## src/rtl/sched_pkg.sv

```systemverilog
// Shared types for the command scheduler: the radar command record and the scheduler states.
package sched_pkg;

  typedef struct packed {
    logic [47:0] freq;
    logic [47:0] delta_freq;
    logic [31:0] delta_rate;
    logic [47:0] time_start;
    logic [15:0] n_impuls;
    logic [1:0]  type_imp;
    logic [31:0] ti;
    logic [31:0] tp;
    logic [31:0] tblank1;
    logic [31:0] tblank2;
  } cmd_t;

  localparam int unsigned CMD_W = $bits(cmd_t);

  typedef enum logic [1:0] {
    S_IDLE,
    S_WAIT,
    S_LOAD,
    S_RUN
  } state_e;

endpackage

```

## src/rtl/cmd_fifo.sv

```systemverilog
// Synchronous command FIFO with flop-based storage, so the head entry comes straight from registers.
// Level/empty/full are registered and update the cycle after a push or pop.
module cmd_fifo
  import sched_pkg::*;
#(
  parameter int unsigned DEPTH = 8,
  parameter int unsigned WIDTH = CMD_W
) (
  input  logic                   CLK,
  input  logic                   RESET,
  input  logic                   clear,
  input  logic                   push,
  input  logic                   pop,
  input  logic [WIDTH-1:0]       wdata,
  output logic [WIDTH-1:0]       head,
  output logic [$clog2(DEPTH):0] level,
  output logic                   empty,
  output logic                   full
);

  localparam int unsigned AW = $clog2(DEPTH);
  localparam logic [AW:0] FullLvl = DEPTH[AW:0];

  logic [WIDTH-1:0] mem_q [DEPTH];
  logic [AW-1:0]    wr_ptr_q, rd_ptr_q;
  logic [AW:0]      level_q;
  logic             do_push, do_pop;

  // A clear wins over both a concurrent push and pop.
  assign do_push = push && !full && !clear;
  assign do_pop  = pop && !empty && !clear;

  always_ff @(posedge CLK) begin
    if (RESET || clear) begin
      wr_ptr_q <= '0;
      rd_ptr_q <= '0;
      level_q  <= '0;
    end else begin
      if (do_push) wr_ptr_q <= wr_ptr_q + 1'b1;
      if (do_pop)  rd_ptr_q <= rd_ptr_q + 1'b1;
      if (do_push && !do_pop) begin
        level_q <= level_q + 1'b1;
      end else if (do_pop && !do_push) begin
        level_q <= level_q - 1'b1;
      end
    end
  end

  always_ff @(posedge CLK) begin
    if (do_push && !RESET) mem_q[wr_ptr_q] <= wdata;
  end

  assign head  = mem_q[rd_ptr_q];
  assign level = level_q;
  assign empty = (level_q == '0);
  assign full  = (level_q == FullLvl);

endmodule

```

## src/rtl/cmd_scheduler.sv

```systemverilog
// Timed command queue feeding the pulse-train executor; drops and counts late commands.
// Optional SCHED_FLUSH_EN adds a FLUSH input that discards all queued, not-yet-loaded commands.
module cmd_scheduler
  import sched_pkg::*;
#(
  parameter int unsigned DEPTH  = 8,
  parameter int unsigned LEAD   = 125,
  parameter int unsigned MARGIN = 4
) (
  input  logic                   CLK,
  input  logic                   RESET,
  input  logic [63:0]            TIME_NOW,
  input  logic                   CMD_VALID,
  output logic                   CMD_READY,
  input  logic [CMD_W-1:0]       CMD_IN,
  input  logic                   EXEC_DONE,
`ifdef SCHED_FLUSH_EN
  input  logic                   FLUSH,
`endif
  output logic                   WR_DATA,
  output logic [CMD_W-1:0]       CMD_OUT,
  output logic                   LATE,
  output logic [15:0]            LATE_CNT,
  output logic [$clog2(DEPTH):0] LEVEL,
  output logic                   EMPTY,
  output logic                   FULL
);

  // The load decision is taken in S_WAIT one cycle before S_LOAD drives WR_DATA,
  // so the threshold is LEAD+1 to land the strobe exactly LEAD cycles before time_start.
  localparam logic [47:0] MarginW = 48'(MARGIN);
  localparam logic [47:0] LoadW   = 48'(LEAD + 1);

  state_e           state_q, state_d;
  logic [CMD_W-1:0] head_bits;
  cmd_t             head_cmd;
  logic [CMD_W-1:0] cmd_out_q;
  logic [15:0]      late_cnt_q;
  logic             fifo_empty, fifo_full;
  logic             pop, late, load;
  logic             flush;
  logic [47:0]      diff;
  logic             is_late, is_due;
  logic             unused_time;

`ifdef SCHED_FLUSH_EN
  assign flush = FLUSH;
`else
  assign flush = 1'b0;
`endif

  assign unused_time = ^TIME_NOW[63:48];

  cmd_fifo #(
    .DEPTH(DEPTH),
    .WIDTH(CMD_W)
  ) u_fifo (
    .CLK  (CLK),
    .RESET(RESET),
    .clear(flush),
    .push (CMD_VALID),
    .pop  (pop),
    .wdata(CMD_IN),
    .head (head_bits),
    .level(LEVEL),
    .empty(fifo_empty),
    .full (fifo_full)
  );

  assign head_cmd = cmd_t'(head_bits);

  // Modulo-2^48 difference read as signed handles time wrap-around.
  assign diff    = head_cmd.time_start - TIME_NOW[47:0];
  assign is_late = $signed(diff) <= $signed(MarginW);
  assign is_due  = $signed(diff) <= $signed(LoadW);

  always_comb begin
    state_d = state_q;
    pop     = 1'b0;
    late    = 1'b0;
    load    = 1'b0;
    unique case (state_q)
      S_IDLE: begin
        if (!fifo_empty && !flush) state_d = S_WAIT;
      end
      S_WAIT: begin
        if (flush || fifo_empty) begin
          state_d = S_IDLE;
        end else if (is_late) begin
          pop     = 1'b1;
          late    = 1'b1;
          state_d = S_IDLE;
        end else if (is_due) begin
          state_d = S_LOAD;
        end
      end
      S_LOAD: begin
        load    = 1'b1;
        pop     = 1'b1;
        state_d = S_RUN;
      end
      S_RUN: begin
        if (EXEC_DONE) state_d = S_IDLE;
      end
      default: state_d = S_IDLE;
    endcase
  end

  always_ff @(posedge CLK) begin
    if (RESET) begin
      state_q    <= S_IDLE;
      cmd_out_q  <= '0;
      late_cnt_q <= '0;
    end else begin
      state_q <= state_d;
      if (load) cmd_out_q <= head_bits;
      if (late && late_cnt_q != 16'hFFFF) late_cnt_q <= late_cnt_q + 16'd1;
    end
  end

  // CMD_OUT shows the head combinationally during the load cycle so it is valid with WR_DATA.
  assign WR_DATA   = load;
  assign CMD_OUT   = load ? head_bits : cmd_out_q;
  assign LATE      = late;
  assign LATE_CNT  = late_cnt_q;
  assign EMPTY     = fifo_empty;
  assign FULL      = fifo_full;
  assign CMD_READY = !fifo_full;

endmodule

```

## config.mk

```make
export PLATFORM = sky130hd
export DESIGN_NAME = cmd_scheduler
export DESIGN_NICKNAME = d
export VERILOG_FILES = /design/src/rtl/sched_pkg.sv /design/src/rtl/cmd_fifo.sv /design/src/rtl/cmd_scheduler.sv
export SDC_FILE = /design/constraint.sdc
export NUM_CORES = 2
export LEC_CHECK = 0
export BUFFER_PORTS_ARGS = -buffer_cell sky130_fd_sc_hd__buf_2
export CAP_MARGIN = 20
export CELL_PAD_IN_SITES_DETAIL_PLACEMENT = 2
export CELL_PAD_IN_SITES_GLOBAL_PLACEMENT = 2
export CORE_MARGIN = 2
export CORE_UTILIZATION = 47
export DETAILED_ROUTE_END_ITERATION = 8
export PLACE_DENSITY_LB_ADDON = 0.1
export REMOVE_ABC_BUFFERS = 1
export SYNTH_ARGS = -nofsm -noshare
export SYNTH_HDL_FRONTEND = slang
export SYNTH_HIERARCHICAL = 1
export SYNTH_SLANG_ARGS = --single-unit
```

## constraint.sdc

```tcl
create_clock -name CLK -period 56.2 [get_ports CLK]
set_clock_uncertainty 0.05 [all_clocks]
set_input_delay 5.62 -clock CLK [delete_from_list [all_inputs] [get_ports CLK]]
set_output_delay 5.62 -clock CLK [all_outputs]
set_load 0.05 [all_outputs]
```

==> flow_metrics.env <==
export IMPL_status="finished clean"
export IMPL_final_util=0.546
export IMPL_post_route_min_period_ps=15550
export IMPL_crit_type="input pin to output pin"
export IMPL_dp_hpwl_um=187000
export IMPL_synth_compound_gate_area_share=0.0141
export IMPL_finalSetupViolations=0
export IMPL_rsz0062_at_grt="false"
export IMPL_initial_utilization=0.474
export IMPL_clkSinkCount=2929
export IMPL_area_growth_pct=15.3
export IMPL_fin_crit_sh=0.277
export IMPL_yosysSeqAreaShare=0.740
export IMPL_drcViolationCount=0
export IMPL_postRouteAntennaNets=0
export IMPL_root_buffer="clkbuf_16"
export IMPL_path_clk_slew_ps=60
export IMPL_grt_pass1_vias=64500
export IMPL_synth_area_mux_share=0.192
export IMPL_wl_per_cell_um=32.8
export IMPL_synth_common_cells="edfxtp_1, mux2_2, mux4_2"
export IMPL_final_net_count=6842
export IMPL_synth_seq_cells=2929
export IMPL_yosys_warnings=6
export IMPL_yosys_area_share_adder=0.00671
export IMPL_place_inst=9246
export IMPL_power_uw=4550
export IMPL_synth_xor_area_frac=0.00230
export IMPL_die_w_um=497
export IMPL_cts_tree="done"
export IMPL_syn_area_sq_um=114000
export IMPL_cap_violations=0
export IMPL_cts_resized=0
export IMPL_insertion_delay_ps=920
export IMPL_cts_hold_buf=0
export IMPL_syn_inst=5539
export IMPL_hp_class="register to register"
export IMPL_peakVddDrop_uv=30.5
export IMPL_synth_distinct_cells=82
export IMPL_tightest_slew_ps=1360
export IMPL_postCtsSetupBuffers=0
export IMPL_drive_above_1_share=0.388
export IMPL_io_pins=737
export IMPL_viasPerCell=5.84
export IMPL_critical_path_arrival_ps=9880
export IMPL_place_congestion=0.806
export IMPL_cp_start_kind="input pin"
export IMPL_fin_hold_ws_ps=466
export IMPL_final_cells=9876
export IMPL_end_kind="output pin"
export IMPL_drt_iter0_markers=4475
export IMPL_fp_dieArea_sq_um=247000
export IMPL_rows=180
export IMPL_tns_ps=0
export IMPL_synth_edff_count=2576
export IMPL_relSlewSlack=0.0917
export IMPL_cts_max_level=5
export IMPL_yosysMostFrequentCell="edfxtp_1"
export IMPL_slew_viol_final=0
export IMPL_power_density_nw_per_um2=34.6
export IMPL_grt_overflow_total=0
export IMPL_crit_path_max_fanout=12
export IMPL_cts_buffers=327
export IMPL_vias=57700
export IMPL_synthFlopType="edfxtp_1"
export IMPL_hold_viol_final=0
export IMPL_clk_path_buf_depth=4
export IMPL_chipHeight_um=497
export IMPL_yosys_area_share_simple=0.0314
export IMPL_design_core_area_sq_um=241000
export IMPL_fillers=20400
export IMPL_synth_top_family_by_area="multiplexers"
export IMPL_synthArstFlopShare=0
export IMPL_grt_max_degree=141
export IMPL_grtUsageTotal=0.262
export IMPL_yosysTopAreaCellShare=0.678
export IMPL_avgSynthCellArea_sq_um=20.6
export IMPL_leakage_uw=0.0437
export IMPL_totalWireLength_um=324000
export IMPL_grt_pass1_wl_um=467000
export IMPL_portBuffers=720
export IMPL_crit_required_ps=50530
export IMPL_synth_area_top_cells="edfxtp_1, mux4_2, mux2_2"
export IMPL_yosys_area_top_type="edfxtp_1"
export IMPL_dr_pass1_iters=5
export IMPL_max_freq_mhz=64.3
export IMPL_antenna_found_initial=147
critical path, cell delays in order:
cell	delay (ps)
buf_2	80
inv_1	30
ha_1	500
a21oi_1	520
o21ai_0	210
a221oi_1	400
nand3_1	190
a21oi_1	390
and4b_1	260
nand4_1	90
nor4_1	350
nand4_1	250
o21ai_0	620
buf_2	390
flip-flops by register name (all words and copies together), names as in the netlist, named ones only:
register and flops:
u_fifo/level 4, u_fifo/wr_ptr_q 3, LATE_CNT 16, u_fifo/rd_ptr_q 3
state_q 1, u_fifo/mem_q 2576, cmd_out_q 322
logic make-up (layout without fill, tap and decap cells):
logic type,Yosys count,after routing
flip-flops,2929,2929
multiplexers,1302,1302
other,1,56
XOR/XNOR,30,30
AND/OR/NAND/NOR,622,622
buffers and inverters,352,1449
adder cells (fa/ha/maj),60,60
AO/OA/AOI/OAI,243,243
cell usage in the layout, fill, tap and decap left out, drive strengths merged, types with 6 or more instances in the layout:
master / netlist / routed
inv: 67 / 78
nor3: 19 / 19
nand3: 27 / 27
a31oi: 7 / 7
a211oi: 6 / 6
and3: 7 / 7
buf: 106 / 805
mux2i: 10 / 10
a211o: 6 / 6
nand2: 78 / 78
edfxtp: 2576 / 2576
o31ai: 9 / 9
nand4: 30 / 30
ha: 58 / 58
mux4: 644 / 644
xnor2: 16 / 16
clkbuf: 179 / 475
or4: 8 / 8
a21o: 13 / 13
a21boi: 6 / 6
xor2: 14 / 14
nor4: 10 / 10
nand2b: 6 / 6
o211ai: 8 / 8
dfxtp: 353 / 353
clkinv: 0 / 71
nor2b: 332 / 332
or3: 14 / 14
mux2: 648 / 648
o21a: 21 / 21
bufinv: 0 / 17
a21oi: 75 / 75
diode: 0 / 51
o21ai: 46 / 46
or2: 9 / 9
nor2: 59 / 59
metrics by stage:
step	worst slack, ps	area [sq um]
2_1_floorplan	15410	113000
3_3_place_gp	40680	121000
3_5_place_dp	40690	121000
4_1_cts	40550	131000
5_1_grt	40210	132000
6_report	40650	132000
layer usage:
metal | vias to the layer above | global-route usage | part of all wire
met1 | 31000 | 0.336 | 0.40
li1 | 24200 | - | -
met5 | - | 0 | 0.0019
met4 | 94 | 0.0845 | 0.034
met2 | 1750 | 0.446 | 0.50
met3 | 643 | 0.0577 | 0.063
path summary, 6_finish.rpt:
path,from,end,slack (ps),cells after the start
setup / recovery,TIME_NOW[42],LATE,40650,14
hold / removal,LATE_CNT[9],LATE_CNT[9],470,2
setup reg to reg,register,u_fifo/level[3],45410,26
hold reg to reg,LATE_CNT[9],LATE_CNT[9],470,2
power breakdown:
part / leakage, uW / total [uW] / switching, uW / internal, uW
clock network: 0.00497 / 2060 / 861 / 1200
registers: 0.0260 / 2380 / 3.35 / 2370
logic: 0.0127 / 112 / 75.7 / 36.2
total: 0.0437 / 4550 / 940 / 3610
area by class of cell:
class,count,area [sq um],area share
Clock inverter,102,1010,0.00768
Sequential cell,2929,84400,0.641
Inverter,67,251,0.00191
Timing Repair Buffer,805,4500,0.0342
Tap cell,3185,3990,0.0303
Multi-Input combinational cell,2262,28200,0.214
Clock buffer,475,9120,0.0693
Antenna cell,51,128,0.000969
(Power assumes the default switching activity.)
